--- src/rtl/alu_serial_pkg.sv ---
// alu_serial_pkg: shared types and helpers for the digit-serial ALU.
//   alu_cmd_e     - the 16 command codes (arith 0-7, logic 8-11, reserved 12-15)
//   state_e       - sequencer states IDLE / RUN / DONE
//   is_arith()    - command goes through the adder
//   is_logic()    - command is a bitwise logic op (no carry chain)
//   is_reserved() - command is one of the reserved codes 12-15
package alu_serial_pkg;

  localparam int ALU_CMD_WIDTH = 4;

  typedef enum logic [ALU_CMD_WIDTH-1:0] {
    CMD_TRANSFER   = 4'd0,   // A + 0 + 0
    CMD_INC        = 4'd1,   // A + 0 + 1
    CMD_ADD        = 4'd2,   // A + B + 0
    CMD_ADD_PLUS1  = 4'd3,   // A + B + 1
    CMD_SUB_MINUS1 = 4'd4,   // A + ~B + 0
    CMD_SUB        = 4'd5,   // A + ~B + 1
    CMD_DEC        = 4'd6,   // A + all1 + 0
    CMD_TRANSFER2  = 4'd7,   // A + all1 + 1
    CMD_AND        = 4'd8,
    CMD_OR         = 4'd9,
    CMD_XOR        = 4'd10,
    CMD_NOT        = 4'd11,  // ~A
    CMD_RSV12      = 4'd12,
    CMD_RSV13      = 4'd13,
    CMD_RSV14      = 4'd14,
    CMD_RSV15      = 4'd15
  } alu_cmd_e;

  typedef enum logic [1:0] {
    IDLE = 2'd0,
    RUN  = 2'd1,
    DONE = 2'd2
  } state_e;

  // Arithmetic commands occupy the lower half of the code space.
  function automatic logic is_arith(input alu_cmd_e cmd);
    return (cmd[3] == 1'b0);
  endfunction

  function automatic logic is_logic(input alu_cmd_e cmd);
    return (cmd[3:2] == 2'b10);
  endfunction

  function automatic logic is_reserved(input alu_cmd_e cmd);
    return (cmd[3:2] == 2'b11);
  endfunction

endpackage

--- src/rtl/alu_serial_digit_slice.sv ---
// alu_ripple_adder: W-bit ripple-carry adder.
//   a, b   - addends
//   ci     - carry in
//   sum    - W-bit sum
//   c_msb  - carry into bit W-1 (used for signed overflow)
//   co     - carry out of bit W-1
//
// alu_digit_slice: one DIGIT-wide slice of the serial ALU (combinational).
//   a_dig, b_dig - current digit of in1 / in2
//   ci           - carry from the previous digit
//   cmd          - latched command
//   res_dig      - result digit
//   co           - carry out of this digit (0 for non-arith commands)
//   c_msb        - carry into the digit's top bit (0 for non-arith commands)
module alu_ripple_adder #(
  parameter int W = 8
) (
  input  logic [W-1:0] a,
  input  logic [W-1:0] b,
  input  logic         ci,
  output logic [W-1:0] sum,
  output logic         c_msb,
  output logic         co
);

  logic [W:0] carry_s;

  // Bit-by-bit carry ripple from LSB to MSB.
  always_comb begin
    carry_s    = '0;
    sum        = '0;
    carry_s[0] = ci;
    for (int i = 0; i < W; i++) begin
      sum[i]       = a[i] ^ b[i] ^ carry_s[i];
      carry_s[i+1] = (a[i] & b[i]) | (carry_s[i] & (a[i] ^ b[i]));
    end
  end

  assign c_msb = carry_s[W-1];
  assign co    = carry_s[W];

endmodule

module alu_digit_slice
  import alu_serial_pkg::*;
#(
  parameter int DIGIT = 8
) (
  input  logic [DIGIT-1:0] a_dig,
  input  logic [DIGIT-1:0] b_dig,
  input  logic             ci,
  input  alu_cmd_e         cmd,
  output logic [DIGIT-1:0] res_dig,
  output logic             co,
  output logic             c_msb
);

  logic [DIGIT-1:0] b_sel_s;
  logic [DIGIT-1:0] sum_s;
  logic             add_c_msb_s;
  logic             add_co_s;

  // Second adder operand: cmd[2:1] picks 0 / in2 / ~in2 / all ones.
  always_comb begin
    b_sel_s = '0;
    case (cmd[2:1])
      2'b00:   b_sel_s = '0;
      2'b01:   b_sel_s = b_dig;
      2'b10:   b_sel_s = ~b_dig;
      2'b11:   b_sel_s = {DIGIT{1'b1}};
      default: b_sel_s = '0;
    endcase
  end

  alu_ripple_adder #(
    .W(DIGIT)
  ) u_adder (
    .a     (a_dig),
    .b     (b_sel_s),
    .ci    (ci),
    .sum   (sum_s),
    .c_msb (add_c_msb_s),
    .co    (add_co_s)
  );

  // Result select; carries are forced low outside the arithmetic group.
  always_comb begin
    res_dig = a_dig;
    co      = 1'b0;
    c_msb   = 1'b0;
    if (is_arith(cmd)) begin
      res_dig = sum_s;
      co      = add_co_s;
      c_msb   = add_c_msb_s;
    end else if (is_logic(cmd)) begin
      case (cmd)
        CMD_AND: res_dig = a_dig & b_dig;
        CMD_OR:  res_dig = a_dig | b_dig;
        CMD_XOR: res_dig = a_dig ^ b_dig;
        CMD_NOT: res_dig = ~a_dig;
        default: res_dig = a_dig;
      endcase
    end else begin
      // Reserved commands pass in1 through unchanged.
      res_dig = a_dig;
    end
  end

endmodule

--- src/rtl/alu_serial.sv ---
// alu_serial: digit-serial ALU, DIGIT bits per cycle, LSB digit first.
//   clk, rst_n           - clock, synchronous active-low reset
//   in_valid / in_ready  - operation handshake; cmd/in1/in2 sampled on accept
//   cmd                  - alu_cmd_e
//   in1, in2             - WIDTH-bit operands
//   out_valid / out_ready- result handshake; result held until taken
//   out                  - WIDTH-bit result
//   co, ovf              - carry out / signed overflow (arith only)
//   zero, neg            - result == 0 / result MSB
//   err                  - a reserved command was executed
module alu_serial
  import alu_serial_pkg::*;
#(
  parameter int WIDTH = 32,
  parameter int DIGIT = 8
) (
  input  logic             clk,
  input  logic             rst_n,
  input  logic             in_valid,
  output logic             in_ready,
  input  logic [3:0]       cmd,
  input  logic [WIDTH-1:0] in1,
  input  logic [WIDTH-1:0] in2,
  output logic             out_valid,
  input  logic             out_ready,
  output logic [WIDTH-1:0] out,
  output logic             co,
  output logic             ovf,
  output logic             zero,
  output logic             neg,
  output logic             err
);

  localparam int NDIG  = WIDTH / DIGIT;
  localparam int DIG_W = (NDIG > 1) ? $clog2(NDIG) : 1;
  localparam logic [DIG_W-1:0] LAST_DIG = DIG_W'(NDIG - 1);

  if ((WIDTH % DIGIT) != 0) begin : g_bad_digit
    $error("alu_serial: WIDTH must be a multiple of DIGIT");
  end

  state_e           state_r;
  state_e           state_nxt_s;
  logic [DIG_W-1:0] dig_r;
  logic             carry_r;
  alu_cmd_e         cmd_r;
  logic [WIDTH-1:0] a_r;
  logic [WIDTH-1:0] b_r;
  logic [WIDTH-1:0] out_r;
  logic             co_r;
  logic             ovf_r;
  logic             zero_r;
  logic             neg_r;
  logic             err_r;

  logic             in_ready_s;
  logic             out_valid_s;
  logic             accept_s;
  logic             last_dig_s;
  int               dig_base_s;
  logic [DIGIT-1:0] a_dig_s;
  logic [DIGIT-1:0] b_dig_s;
  logic [DIGIT-1:0] res_dig_s;
  logic             slice_co_s;
  logic             slice_c_msb_s;
  logic [WIDTH-1:0] res_full_s;

  assign accept_s   = in_valid & in_ready_s;
  assign last_dig_s = (dig_r == LAST_DIG);

  // Pick the current operand digits and splice the new result digit into
  // the running result so the flags see the complete word on the last digit.
  always_comb begin
    dig_base_s = int'(dig_r) * DIGIT;
    a_dig_s    = a_r[dig_base_s +: DIGIT];
    b_dig_s    = b_r[dig_base_s +: DIGIT];
    res_full_s = out_r;
    res_full_s[dig_base_s +: DIGIT] = res_dig_s;
  end

  alu_digit_slice #(
    .DIGIT(DIGIT)
  ) u_slice (
    .a_dig   (a_dig_s),
    .b_dig   (b_dig_s),
    .ci      (carry_r),
    .cmd     (cmd_r),
    .res_dig (res_dig_s),
    .co      (slice_co_s),
    .c_msb   (slice_c_msb_s)
  );

  // FSM state register.
  always_ff @(posedge clk) begin
    if (!rst_n) begin
      state_r <= IDLE;
    end else begin
      state_r <= state_nxt_s;
    end
  end

  // FSM next-state logic; a pop with a simultaneous push in DONE goes
  // straight back to RUN.
  always_comb begin
    state_nxt_s = state_r;
    case (state_r)
      IDLE: begin
        if (accept_s) state_nxt_s = RUN;
        else          state_nxt_s = IDLE;
      end
      RUN: begin
        if (last_dig_s) state_nxt_s = DONE;
        else            state_nxt_s = RUN;
      end
      DONE: begin
        if (accept_s)       state_nxt_s = RUN;
        else if (out_ready) state_nxt_s = IDLE;
        else                state_nxt_s = DONE;
      end
      default: state_nxt_s = IDLE;
    endcase
  end

  // FSM outputs: decode of the registered state plus out_ready only, gated
  // low while reset is asserted.
  always_comb begin
    out_valid_s = (state_r == DONE);
    if (!rst_n) begin
      in_ready_s = 1'b0;
    end else begin
      in_ready_s = (state_r == IDLE) | ((state_r == DONE) & out_ready);
    end
  end

  // Operand capture, digit counter, carry chain and result/flag registers.
  always_ff @(posedge clk) begin
    if (!rst_n) begin
      cmd_r   <= CMD_TRANSFER;
      a_r     <= '0;
      b_r     <= '0;
      dig_r   <= '0;
      carry_r <= 1'b0;
      out_r   <= '0;
      co_r    <= 1'b0;
      ovf_r   <= 1'b0;
      zero_r  <= 1'b0;
      neg_r   <= 1'b0;
      err_r   <= 1'b0;
    end else if (accept_s) begin
      cmd_r   <= alu_cmd_e'(cmd);
      a_r     <= in1;
      b_r     <= in2;
      dig_r   <= '0;
      // Initial carry is cmd[0] for arithmetic commands, 0 otherwise.
      carry_r <= cmd[0] & ~cmd[3];
    end else if (state_r == RUN) begin
      out_r   <= res_full_s;
      carry_r <= slice_co_s;
      if (last_dig_s) begin
        dig_r  <= '0;
        co_r   <= slice_co_s;
        ovf_r  <= slice_c_msb_s ^ slice_co_s;
        zero_r <= (res_full_s == '0);
        neg_r  <= res_full_s[WIDTH-1];
        err_r  <= is_reserved(cmd_r);
      end else begin
        dig_r  <= dig_r + DIG_W'(1);
      end
    end
  end

  assign in_ready  = in_ready_s;
  assign out_valid = out_valid_s;
  assign out       = out_r;
  assign co        = co_r;
  assign ovf       = ovf_r;
  assign zero      = zero_r;
  assign neg       = neg_r;
  assign err       = err_r;

endmodule
--- config.mk ---
export PLATFORM = sky130hd
export DESIGN_NAME = alu_serial
export DESIGN_NICKNAME = d
export VERILOG_FILES = /design/src/rtl/alu_serial_pkg.sv /design/src/rtl/alu_serial_digit_slice.sv /design/src/rtl/alu_serial.sv
export SDC_FILE = /design/constraint.sdc
export NUM_CORES = 1
export LEC_CHECK = 0
export CAP_MARGIN = 30
export CORE_MARGIN = 4
export CORE_UTILIZATION = 52
export DETAILED_ROUTE_END_ITERATION = 10
export PLACE_DENSITY = 0.79
export SETUP_SLACK_MARGIN = 0.1
export SLEW_MARGIN = 10
export SYNTH_ARGS = -nofsm -noshare
export SYNTH_HDL_FRONTEND = slang
export SYNTH_SLANG_ARGS = --single-unit
--- constraint.sdc ---
create_clock -name clk -period 13.1 [get_ports clk]
set_clock_uncertainty 0.05 [all_clocks]
set_input_delay 1.31 -clock clk [delete_from_list [all_inputs] [get_ports clk]]
set_output_delay 1.31 -clock clk [all_outputs]
set_load 0.01 [all_outputs]
Word-level counts from Yosys, hierarchy flattened
Cells that the tools add are included.
{"block": "word_totals", "register_bits": 110, "latchBits": 0, "ram_bits": 0, "romBits": 0, "memories": 0}
{"block": "op_classes", "add_sub_neg": 2, "mul": 0, "div": 0, "order_cmp": 0, "eq_ne": 12, "shift": 4, "n_mux": 16, "bitwise": 53, "n_reduce_logical": 7}
{"operator": "case mux 8 bit (4 select lines)", "n": 2}
{"operator": "indexed part select 32 x 6 -> 8 bit", "n": 2}
{"operator": "negator 5 -> 33 bit", "n": 1}
{"operator": "variable shift 8 x 33 -> 32 bit (first input constant)", "n": 1}
{"operator": "indexed part select 8 x 33 -> 32 bit", "n": 1}
{"operator": "bitwise mux 32 bit", "n": 1}
{"operator": "logical NOT 32 bit", "n": 1}
{"operator": "AND 1 bit", "n": 19}
{"operator": "XOR 1 bit", "n": 17}
{"operator": "== test 4 bit (second input constant)", "n": 4}
{"operator": "2-to-1 mux 8 bit", "n": 2}
{"operator": "NOT 8 bit", "n": 2}
{"operator": "== test 2 bit (second input constant)", "n": 6}
{"operator": "OR 1 bit", "n": 9}
{"operator": "AND 8 bit", "n": 1}
{"operator": "2-to-1 mux 2 bit", "n": 4}
{"operator": "OR 8 bit", "n": 1}
{"operator": "XOR 8 bit", "n": 1}
{"operator": "2-to-1 mux 1 bit", "n": 6}
{"operator": "case mux 2 bit (3 select lines)", "n": 1}
{"operator": "== test 2 x 1 -> 1 bit (second input constant)", "n": 2}
{"operator": "logical NOT 2 bit", "n": 2}
{"operator": "NOT 1 bit", "n": 3}
{"operator": "AND reduction 3 bit", "n": 1}
{"operator": "4 further kinds", "n": 4}

Longest topological paths before layout
Gate-level depths: netlist of run 1.
{"block": "logic_depth", "word_depth": 23, "mapped_depth": 23, "mapped_depth_nobuf": 20}

Cells and area by module
Synthesis of run 1 repeated with hierarchy kept, for this count alone.
{"block": "unflattened", "cells_unflattened": 638, "hier_area_um2": 5861.9}
{"module": "alu_serial", "instances": 1, "cells_per_inst": 525, "area_per_inst_um2": 4794.6}
{"module": "alu_digit_slice", "instances": 1, "cells_per_inst": 95, "area_per_inst_um2": 869.6}
{"module": "alu_ripple_adder", "instances": 1, "cells_per_inst": 18, "area_per_inst_um2": 197.7}

Least setup slack after synthesis of run 1
No wires, ideal clock.
{"block": "synth_timing", "kind": "register to register", "start": "reg dig_r[0]", "end": "reg zero_r, in the netlist zero", "setup_time_ps": 69, "t_arrival_ps": 5121, "t_required_ps": 12981, "path_slack_ps": 7860, "path_stages_with_launch": 22, "period_less_slack_ps": 5240, "path_cell_list": "dfxtp_1 > buf_6 > buf_8 > buf_4 > mux4_2 > o21ai_0 > fa_1 > inv_1 > fa_1 > fa_1 > fa_1 > fa_1 > inv_1 > fa_1 > inv_1 > fa_1 > fa_1 > nand2_1 > o221a_4 > nor4b_2 > o2111ai_1 > o21ai_1"}
{"block": "synth_via", "elab_chain_len": 23}
{"element": "start: declaration", "line_no": "alu_serial.sv:44", "rtl": "logic [DIG_W-1:0] dig_r;"}
{"element": "start signal: assignment", "line_no": "alu_serial.sv:167", "rtl": "dig_r <= dig_r + DIG_W'(1);"}
{"element": "indexed part select 32 x 6 -> 8 bit", "line_no": "alu_serial.sv:76", "rtl": "b_dig_s = b_r[dig_base_s +: DIGIT];"}
{"element": "NOT 8 bit", "line_no": "alu_serial_digit_slice.sv:69", "rtl": "2'b10: b_sel_s = ~b_dig;"}
{"element": "case mux 8 bit (4 select lines)", "line_no": "alu_serial_digit_slice.sv:66", "rtl": "case (cmd[2:1])"}
{"element": "XOR 1 bit", "line_no": "alu_serial_digit_slice.sv:34, alu_serial_digit_slice.sv:35"}
{"element": "AND 1 bit", "line_no": "alu_serial_digit_slice.sv:35", "rtl": "carry_s[i+1] = (a[i] & b[i]) | (carry_s[i] & (a[i] ^ b[i]));"}
{"element": "OR 1 bit", "line_no": "alu_serial_digit_slice.sv:35"}
{"element": "AND 1 bit", "line_no": "alu_serial_digit_slice.sv:35"}
{"element": "OR 1 bit", "line_no": "alu_serial_digit_slice.sv:35"}
{"element": "(+7 left out)"}
{"element": "OR 1 bit", "line_no": "alu_serial_digit_slice.sv:35"}
{"element": "AND 1 bit", "line_no": "alu_serial_digit_slice.sv:35"}
{"element": "OR 1 bit", "line_no": "alu_serial_digit_slice.sv:35"}
{"element": "XOR 1 bit", "line_no": "alu_serial_digit_slice.sv:34", "rtl": "sum[i] = a[i] ^ b[i] ^ carry_s[i];"}
{"element": "2-to-1 mux 8 bit", "line_no": "alu_serial_digit_slice.sv:91", "rtl": "if (is_arith(cmd)) begin"}
{"element": "indexed part select 8 x 33 -> 32 bit", "line_no": "alu_serial.sv:78", "rtl": "res_full_s[dig_base_s +: DIGIT] = res_dig_s;"}
{"element": "bitwise mux 32 bit", "line_no": "alu_serial.sv:78"}
{"element": "logical NOT 32 bit", "line_no": "alu_serial.sv:163", "rtl": "zero_r <= (res_full_s == '0);"}
{"element": "end signal: assignment", "line_no": "alu_serial.sv:163"}
{"element": "end: declaration", "line_no": "alu_serial.sv:52", "rtl": "logic zero_r;"}
Parallel ways exist; a longest one is shown, timed or not.
A chain may end at the register's enable or synchronous reset.

Worst setup path after layout of run 1
Ends and elaborated chain as after synthesis.

==> results of run 1 <==
-- cells by family after synthesis --
family / count (synthesis) / share of synthesized area [%]
compound gates: 161 / 20.4
xor+xnor: 1 / 0.152
fa+ha+maj: 30 / 7.55
buf+inv: 67 / 4.82
flops: 110 / 38.2
mux: 30 / 8.81
simple gates: 258 / 20.1
-- synth_stat cells (4+ instances only) --
| master | count | area share [%] |
|---|---|---|
| nand4_1 | 4 | 0.43 |
| nand2b_1 | 4 | 0.43 |
| nor2b_1 | 40 | 4.3 |
| nand2_1 | 156 | 10 |
| a21boi_0 | 68 | 8.9 |
| clkbuf_1 | 32 | 2.1 |
| nor2_1 | 25 | 1.6 |
| o21ai_0 | 11 | 0.96 |
| dfxtp_1 | 110 | 38 |
| a22oi_1 | 33 | 4.3 |
| o22ai_1 | 6 | 0.65 |
| fa_1 | 8 | 2.8 |
| nor4_1 | 5 | 0.54 |
| a21oi_1 | 17 | 1.5 |
| nor3_1 | 12 | 1.0 |
| ha_1 | 22 | 4.8 |
| mux2i_1 | 13 | 2.3 |
| inv_1 | 27 | 1.8 |
| mux4_2 | 15 | 5.9 |
-- registers in the layout, indices dropped and copies added, names as in the netlist, 2 cells and up --
| signal | flops |
|---|---|
| cmd_r | 4 |
| dig_r | 2 |
| state_r | 2 |
| out | 32 |
| b_r | 32 |
| a_r | 32 |
-- power by group --
part / internal, uW / total, uW / switching, uW
Combinational: 52.7 / 109 / 56.8
Clock: 74.5 / 186 / 111
Sequential: 345 / 354 / 8.27
-- cell usage in the layout, fill, tap and decap left out, types with 3 or more instances in the layout --
| cell | Yosys | routed |
|---|---|---|
| nand2_1 | 156 | 155 |
| dfxtp_1 | 110 | 110 |
| clkdlybuf4s50_1 | 0 | 109 |
| a21boi_0 | 68 | 68 |
| nor2b_1 | 40 | 40 |
| a22oi_1 | 33 | 33 |
| inv_1 | 27 | 27 |
| nor2_1 | 25 | 25 |
| ha_1 | 22 | 22 |
| a21oi_1 | 17 | 17 |
| mux4_2 | 15 | 15 |
| mux2i_1 | 13 | 13 |
| nor3_1 | 12 | 12 |
| o21ai_0 | 11 | 11 |
| clkbuf_8 | 0 | 10 |
| fa_1 | 8 | 8 |
| o22ai_1 | 6 | 6 |
| nor4_1 | 5 | 5 |
| buf_4 | 1 | 5 |
| nand2b_1 | 4 | 4 |
| nand4_1 | 4 | 4 |
| nand3b_1 | 3 | 3 |
| o21a_1 | 3 | 3 |
| nand3_1 | 3 | 3 |
| a211oi_1 | 3 | 3 |
| clkbuf_1 | 32 | 3 |
-- critical path, cell delays in order, from the launching register on --
cell,delay [ns]
dfxtp_1,0.33
buf_4,0.38
mux4_2,0.60
o21ai_0,0.21
fa_1,0.20
inv_1,0.05
fa_1,0.38
fa_1,0.40
fa_1,0.39
fa_1,0.36
inv_1,0.07
fa_1,0.16
inv_1,0.05
fa_1,0.42
fa_1,0.51
nand2_1,0.06
o221a_4,0.16
nor4b_2,0.29
o2111ai_1,0.13
o21ai_1,0.14
-- routing by layer --
| layer | up-vias | GRT usage, % | wire length [um] |
|---|---|---|---|
| li1 | 2445 | - | - |
| met4 | 0 | 7.53 | 183 |
| met1 | 2354 | 30.2 | 6530 |
| met3 | 16 | 3.90 | 734 |
| met2 | 134 | 37.9 | 7050 |
| met5 | - | 0 | 0 |
-- worst paths after layout --
check                               from       to  slack [ns]  cells past startpoint
worst min register to register   a_r[10]  a_r[10]        0.42                      2
worst max-delay path            dig_r[0]     zero        7.66                     19
worst max register to register  dig_r[0]     zero        7.66                     19
worst min-delay path             a_r[10]  a_r[10]        0.42                      2
-- layout make-up --
type	count	area, sq um	share of cell area [%]
multi-input cells	480	3290	46.4
clock inverters	3	20.0	0.282
inverters	27	101	1.43
well taps	140	175	2.47
clock buffers	13	149	2.10
flip-flops and latches	110	2200	31.1
repair buffers	116	1150	16.3
-- stage by stage --
stage	setup slack (ns)	cells	power [uW]	cell area [sq um]
2_1_floorplan	7.86	657	426	5760
6_report	7.66	889	649	7090
4_1_cts	7.63	889	652	7090
3_3_place_gp	7.84	872	467	6900
5_1_grt	7.28	889	678	7090
3_5_place_dp	7.66	873	471	6920
==> results.yml, run 1 <==
synthesis:
  async_reset_ff_share_pct: 0
  ys_seq_area_share_pct: 38.2
  synthesis.area_sq_um: 5760
  ys_ff_latch: 110
  yosysWarningCount: 0
  syn_nets: 759
  netlist_instances: 657
  syn_area_per_cell_sq_um: 8.77
  yosysUniqueCellTypes: 51
  synth_edf_count: 0
  ys.flop_type: "dfxtp_1"
sta:
  fmax_mhz: 184
  rsz0062_at_grt: "no"
  finalSetupViolations: 0
  post-route-min-period_ns: 5.44
  worst_slew_pin_slew_ns: 0.965
  maxSlewHeadroom_pct: 35.4
  final_max_slew_viol_count: 0
  setup-tns-final_ns: 0
  hold_viol_final: 0
  period_share_pct: 41.5
  fin_hold_ws_ns: 0.418
power:
  leakage_uw: 0.00240
  power_density_nw_per_um2: 91.6
  max-vdd-ir-drop_mv: 0.0608
flow_run:
  max_cap_violations: 0
floorplan:
  io_pins: 111
  dieArea_sq_um: 12800
  die_y_um: 113
  die_x_um: 113
  floorplan.initialDensity_pct: 53.2
  rows: 38
  core_area_sq_um: 10800
clock_tree:
  clock_tree.buffer_depth: 2
  htreeDepth: 3
  cts-resized-gates: 0
  cts_made_buffers: 9
  post-cts-setup-buffer-count: 0
  cts_tree: "yes"
  ctsHoldBuffers: 0
  clock_latency_ns: 0.38
  clkTransAtPathRegs_ns: 0.10
  cts_sinks: 110
  cts_root_buf: "clkbuf_8"
finish:
  num_antenna_cells: 0
  area_delta_synth_final_pct: 23.0
  fin_util_pct: 65.4
  final_nets: 846
  fillers: 930
  drive_above_1_share_pct: 6.01
grt:
  grt_pass1_vias: 4866
  grt.total_usage_pct: 22.8
  grt_overflow: 0
  antenna_found_initial: 0
  grt_pass1_wl_um: 23700
  grt_max_degree: 112
setup_path:
  worstSetupPathType: "reg -> reg"
  arrival_ns: 5.69
  path_max_fanout: 27
  required_ns: 13.35
  start_kind: "register"
  end_kind: "register"
routing:
  via_per_inst: 5.57
  drc_errors: 0
  drtIter0Drc: 347
  routed_wl_um: 14500
  drt-wirelength-per-cell_um: 16.3
  dr_total_vias: 4949
  dr.pass1.iters: 5
  ant_nets: 0
min_path:
  worstHoldPathType: "reg -> reg"
placed_design:
  dp_hpwl_um: 10800
  place_congestion: 0.907
  io_buffers: 110
run_status:
  status: "finished, final reports clean"
Power figures use the tool's default switching activity.
==> inputs of run 2 (changes only) <==
==> constraint.sdc (replaced) <==
create_clock -name clk -period 5.65 [get_ports clk]
set_clock_uncertainty 0.05 [all_clocks]
set_input_delay 0.565 -clock clk [delete_from_list [all_inputs] [get_ports clk]]
set_output_delay 0.565 -clock clk [all_outputs]
set_load 0.01 [all_outputs]
==> results.yml, run 2 (synthesized netlist as in run 1, its figures left out) <==
sta:
  final_max_slew_viol_count: 0
  finalSetupViolations: 0
  fin_ws_ns: 0.553
  period_share_pct: 90.2
  post-route-min-period_ns: 5.10
  fmax_mhz: 196
  setup-tns-final_ns: 0
  rsz0062_at_grt: "no"
  hold_viol_final: 0
  maxSlewHeadroom_pct: 33.9
  worst_slew_pin_slew_ns: 0.986
routing:
  drt-wirelength-per-cell_um: 17.0
  drc_errors: 0
  dr.pass1.iters: 5
  drtIter0Drc: 317
  ant_nets: 0
  wl_met3_um: 821
  dr_total_vias: 4965
  routed_wl_um: 15100
  met2RoutedLength_um: 7320
  via_per_inst: 5.57
  top_layer: "met4"
  drt-met1-wl_um: 6660
floorplan:
  core_area_sq_um: 10800
  dieArea_sq_um: 12800
  floorplan.initialDensity_pct: 53.2
  die_y_um: 113
  die_x_um: 113
  io_pins: 111
  rows: 38
grt:
  grt_pass1_wl_um: 24400
  grt_overflow: 0
  grt_pass1_vias: 4991
  antenna_found_initial: 0
  grt.total_usage_pct: 23.8
  grt_max_degree: 112
placed_design:
  preCtsSetupSlack_ns: 0.582
  dp_hpwl_um: 11200
  dpl.cell_count: 875
  io_buffers: 110
  place_congestion: 0.912
setup_path:
  worstSetupPathType: "reg -> reg"
  rr_worst_depth: 18
  end_kind: "register"
  arrival_ns: 5.37
  required_ns: 5.92
  regToRegSetupSlack_ns: 0.55
  start_kind: "register"
  path_max_fanout: 19
run_status:
  status: "finished, final reports clean"
finish:
  drive_above_1_share_pct: 6.52
  multi_input_area_sq_um: 3290
  regArea_sq_um: 2200
  num_antenna_cells: 0
  layout_commonest_cell: "nand2_1"
  final_nets: 848
  fillers: 901
  area_delta_synth_final_pct: 23.3
  final_cell_mix: "155 x nand2_1, 110 x dfxtp_1, 109 x clkdlybuf4s50_1, 68 x a21boi_0, 40 x nor2b_1"
  stdcell_count: 891
min_path:
  min_path_cells: 2
  worstHoldPathType: "reg -> reg"
power:
  leakage_uw: 0.00242
  total_power_uw: 1520
  power_density_nw_per_um2: 214
  max-vdd-ir-drop_mv: 0.131
clock_tree:
  htreeDepth: 3
  post-cts-setup-buffer-count: 0
  cts_made_buffers: 9
  cts_root_buf: "clkbuf_8"
  cts-resized-gates: 0
  ctsHoldBuffers: 0
  clock_latency_ns: 0.38
  cts_sinks: 110
  cts_tree: "yes"
  clock_tree.buffer_depth: 2
  clkTransAtPathRegs_ns: 0.10
flow_run:
  max_cap_violations: 0
-- run 2: cell type report --
type	instances	share of cell area, %
Multi-Input combinational cell	480	46.3
Sequential cell	110	31.0
Tap cell	140	2.46
Clock buffer	11	1.99
Timing Repair Buffer	118	16.4
Inverter	27	1.43
Clock inverter	5	0.458
-- run 2: metal layers --
layer  GRT usage [%]  up-vias
met3            4.33       32
met2            39.4      166
li1                -     2442
met1            31.4     2325
met5               0        -
met4            8.49        0
-- run 2: path summary, 6_finish.rpt --
path            start       to
max          dig_r[0]     zero
min           b_r[31]  b_r[31]
max reg2reg  dig_r[0]     zero
min reg2reg   b_r[31]  b_r[31]
-- run 2: through the flow --
stage / utilization, % / hold slack [ns] / area (sq um)
final: 65.6 / 0.420 / 7110
after global routing: 65.6 / 0.442 / 7110
after CTS: 65.6 / 0.422 / 7110
after detailed placement: 64.0 / 0.408 / 6940
after global placement: 63.8 / 0.400 / 6920
after floorplan: - / 0.389 / 5760
-- run 2: critical path, cell delays in order (launching register included) --
cell and delay [ns]:
dfxtp_1 0.37, buf_4 0.29, mux4_2 0.59, nor2_1 0.11, a21oi_1 0.06, fa_1 0.45, fa_1 0.40, fa_1 0.39
fa_1 0.36, inv_1 0.07, fa_1 0.17, inv_1 0.06, fa_1 0.41, fa_1 0.49, nand2_1 0.06, o221a_4 0.16
nor4b_2 0.28, o2111ai_1 0.14, o21ai_1 0.13
-- run 2: report_power, final --
group	switching, uW	internal (uW)	total [uW]
Sequential	20.7	801	822
Combinational	133	123	256
Clock	269	174	443
==> patch 1: new RTL, settings of run 2 <==
`WIDTH`: 32 -> 64.
--- a/src/rtl/alu_serial.sv
+++ b/src/rtl/alu_serial.sv
@@ -11,7 +11,7 @@
 module alu_serial
   import alu_serial_pkg::*;
 #(
-  parameter int WIDTH = 32,
+  parameter int WIDTH = 64,
   parameter int DIGIT = 8
 ) (
   input  logic             clk,
Interface: changed (resized in1, in2 and out); port bits go from 111 to 207. The function was not compared with the original's and may differ.
==> patch 1 against run 2 <==
Sequential share of layout area up 2.0 points; non-clock buffer count increased by 109; largest power group unchanged; worst hold slack got worse by 0.018 ns; area after synthesis is 68% higher; critical path depth up 1; total power increased by 120%; clock power rose to 3.1 times the old value; first-iteration DRC count grew 110%; worst setup slack worse by 0.24 ns; final area is 77% higher; synthesized cell count up 77%; sequential cell count increased by 97; wire length up 79%.
==> patch 1: results <==
{
  "status": "complete, no violations",
  "wl_mm": 27.1,
  "htreeDepth": 1,
  "grt_pass1_wl_mm": 42.1,
  "clockBufferDepth": 3,
  "slew_headroom_pct": 35.9,
  "p_comb_mw": 0.427,
  "grt_pass1_vias": 8321,
  "power_frac_seq_pct": 46.3,
  "drive_above_1_share_pct": 8.36,
  "synth_common_cells": "nand2_1 (299), dfxtp_1 (207), a21oi_1 (191)",
  "worstHoldPathType": "reg -> reg",
  "reg2reg_slack_ns": 0.32,
  "synth_compound_gate_area_share_pct": 14.3,
  "crit_path_max_incr_delay_ns": 0.54,
  "synth_area_leaders": "dfxtp_1 (43%), nand2_1 (12%), a21oi_1 (9.9%)",
  "async_flop_share_pct": 0,
  "clk_pin_slew_ns": 0.06,
  "layout.filler_cells": 1430,
  "fin_nets": 1489,
  "drc": 0,
  "syn-num-nets": 1325,
  "dpl.hpwl_mm": 19.5,
  "intPower_mw": 2.50,
  "yosysSeqAreaShare_pct": 42.7,
  "grt_start_max_net_pins": 94,
  "cap_violations": 0,
  "ys_types": 65,
  "synth_fa_ha_area_share_pct": 4.23,
  "place.gp.congestion": 0.942,
  "drtIter0Drc": 664,
  "synthMuxAreaShare_pct": 13.1,
  "grt_use_total_pct": 25.0,
  "reg2reg_depth": 19,
  "crit_family": "adder cells",
  "crit_arrival_ns": 5.67,
  "cts-root-buf": "clkbuf_16",
  "crit_fanout": 7,
  "cts_buffers": 21,
  "power_mw": 3.32,
  "leakage_nw": 4.79,
  "clk_latency_ns": 0.50,
  "cp_slowest_cell": "mux4_2",
  "ir_drop_uv": 197,
  "port_buffers": 206,
  "viasPerCell": 5.64,
  "synth_xor_area_share_pct": 0.0903
}
-- patch 1: cell types whose count changed in the layout (fill, tap and decap cells not counted), moves of 13 or more --
cell,run 2,this run
a21oi_1,17,191
nor2b_1,40,4
a21boi_0,68,0
nand2_1,155,298
a22oi_1,33,1
mux4_2,15,28
dfxtp_1,110,205
clkdlybuf4s50_1,109,206
clkbuf_16,0,21
mux2i_1,13,36
nor2_1,25,119
-- patch 1: worst min-delay path by stage --
stage / cells after the start / start / end
after global routing: 2 / a_r[7]$_SDFFE_PN0P_ / a_r[7]$_SDFFE_PN0P_
after CTS: 2 / a_r[21]$_SDFFE_PN0P_ / a_r[21]$_SDFFE_PN0P_
final: 2 / b_r[22]$_SDFFE_PN0P_ / b_r[22]$_SDFFE_PN0P_
after detailed placement: 2 / a_r[21]$_SDFFE_PN0P_ / a_r[21]$_SDFFE_PN0P_
after floorplan: 2 / a_r[11]$_SDFFE_PN0P_ / a_r[11]$_SDFFE_PN0P_
after global placement: 2 / b_r[19]$_SDFFE_PN0P_ / b_r[19]$_SDFFE_PN0P_
-- patch 1: area by class of cell --
cell class / instances / area [um^2] / share of cell area (%)
multi-input combinational: 843 / 5120 / 40.7
sequential: 207 / 4150 / 33.0
tap: 229 / 287 / 2.28
clock buffer: 29 / 596 / 4.74
clock inverter: 8 / 72.6 / 0.577
inverter: 25 / 98.8 / 0.786
timing repair buffer: 227 / 2260 / 17.9
-- patch 1: worst reg2reg max path: cells and delay by family, from the launching register on --
family                   cells  cell delay [ns]
AND/OR/NAND/NOR              1             0.13
AO/OA/AOI/OAI                4             0.98
buffers and inverters        3             0.19
multiplexers                 3             0.93
adder cells (fa/ha/maj)      8             2.52
flip-flops                   1             0.41
-- patch 1: per-stage QoR --
stage               setup WS, ns  cell area (um^2)  utilization, %  instances  hold WS, ns
detailed placement         0.196             11900            65.4       1529        0.396
global placement           0.222             11800            65.3       1528        0.390
finish                     0.318             12600            69.3       1568        0.401
global route               0.148             12600            69.3       1568        0.422
CTS                        0.128             12500            69.1       1566        0.404
floorplan                0.00947              9740               -       1161        0.382
-- patch 1: metal layers --
layer | global-route usage (%) | vias to the layer above | share of wire (%)
met2 | 41.7 | 356 | 49
met5 | 0 | - | 0
met3 | 4.93 | 51 | 7.2
met4 | 6.04 | 0 | 2.2
li1 | - | 4284 | -
met1 | 33.6 | 4157 | 42
-- patch 1: timing repair --
item / in CTS / in global routing
buffers inserted: 0 / 2
resized for setup: 0 / 6
endpoints found under the setup margin: 0 / 6
-- patch 1: logic make-up (layout without fill, tap and decap cells) --
kind of cell | count (synthesis) | count (layout)
buffers and inverters | 111 | 289
DFF | 207 | 207
AOI/OAI and AO/OA | 247 | 247
adders and majority gates | 28 | 28
xor gates and xnor gates | 1 | 1
muxes | 79 | 79
and+or+nand+nor | 488 | 488
==> patch 2: new RTL, flow settings as in run 2 <==
Without the edit above. Reset style: asynchronous (`rst_n`), changed in 2 clocked blocks. Comments in the files are not updated.
--- a/src/rtl/alu_serial.sv
+++ b/src/rtl/alu_serial.sv
@@ -91,7 +91,7 @@
   );
 
   // FSM state register.
-  always_ff @(posedge clk) begin
+  always_ff @(posedge clk or negedge rst_n) begin
     if (!rst_n) begin
       state_r <= IDLE;
     end else begin
@@ -133,7 +133,7 @@
   end
 
   // Operand capture, digit counter, carry chain and result/flag registers.
-  always_ff @(posedge clk) begin
+  always_ff @(posedge clk or negedge rst_n) begin
     if (!rst_n) begin
       cmd_r   <= CMD_TRANSFER;
       a_r     <= '0;
Function: differs if rst_n is asserted again (counterexample within 4 cycles, from zero or initial values and one cycle with rst_n low); with rst_n held inactive, the same outputs for 4 cycles.
==> patch 2 against run 2 <==
Wire length increased by 1.0%; highest routed layer unchanged; non-clock buffer count is the same; final area is 3.4% higher; area after synthesis up 1.4%; sequential cell count unchanged; worst setup slack worse by 0.18 ns; core utilization up 1.6 points; critical path depth is 1 lower; count of clock-buffer cells in the layout unchanged.
Power is left out: it rests on default switching activity, and per cell area and clock period it moved more than threefold.
==> patch 2: results <==
{
  "synth_top_flop_cell": "dfrtp_1",
  "worstHoldPathType": "in -> async",
  "dpl.hpwl_mm": 11.4,
  "tightest_slew_ns": 0.846,
  "layout.filler_cells": 864,
  "use_met2_pct": 38.6,
  "synth_area_leaders": "dfrtp_1 (47%), nand2_1 (17%), ha_1 (4.7%)",
  "viasPerCell": 5.59,
  "bufAreaShareNonClock_pct": 15.8,
  "coreArea_mm2": 0.0109,
  "wl_met2_mm": 7.29,
  "crit_arrival_ns": 5.48,
  "ys_types": 58,
  "gr-usage-met3_pct": 3.45,
  "cp-startpoint": "dig_r[1]$_DFFE_PN0P_",
  "syn-num-nets": 755,
  "dp.cells": 879,
  "status": "complete, no violations",
  "placed_area_mm2": 0.00704,
  "synth_cells": 653,
  "async_flop_share_pct": 100,
  "final-clk-cell-share_pct": 4.22,
  "final_area_mm2": 0.00735,
  "worst_slack_ns": 0.369,
  "crit_path_max_incr_delay_ns": 0.53,
  "place.gp.congestion": 0.871,
  "grt_start_max_net_pins": 73,
  "met1_length_mm": 6.56,
  "synth_common_cells": "nand2_1 (263), dfrtp_1 (110), o21ai_0 (49)"
}
[patch 2: cell types whose count changed after synthesis, moves of 36 or more]
cell,before,now
o21ai_0,11,49
nand2_1,156,263
dfrtp_1,0,110
dfxtp_1,110,0
nor2b_1,40,4
a21boi_0,68,1
[patch 2: cells by family after synthesis]
kind of cell / count (synthesis) / synth area share, %
XOR/XNOR: 1 / 0.150
buffers and inverters: 59 / 4.13
adder cells (fa/ha/maj): 30 / 7.45
AND/OR/NAND/NOR: 320 / 22.2
AO/OA/AOI/OAI: 108 / 11.9
flip-flops: 110 / 47.1
multiplexers: 25 / 7.05
[patch 2: worst paths after layout]
kind / to / cells after the start
worst min-delay path: out[25]$_DFFE_PN0P_ / 1
worst max-delay path: zero$_DFFE_PN0P_ / 17
worst min register to register: b_r[13]$_DFFE_PN0P_ / 2
max in group asynchronous: cmd_r[2]$_DFFE_PN0P_ / 2
min in group clk: b_r[13]$_DFFE_PN0P_ / 2
worst max register to register: zero$_DFFE_PN0P_ / 17
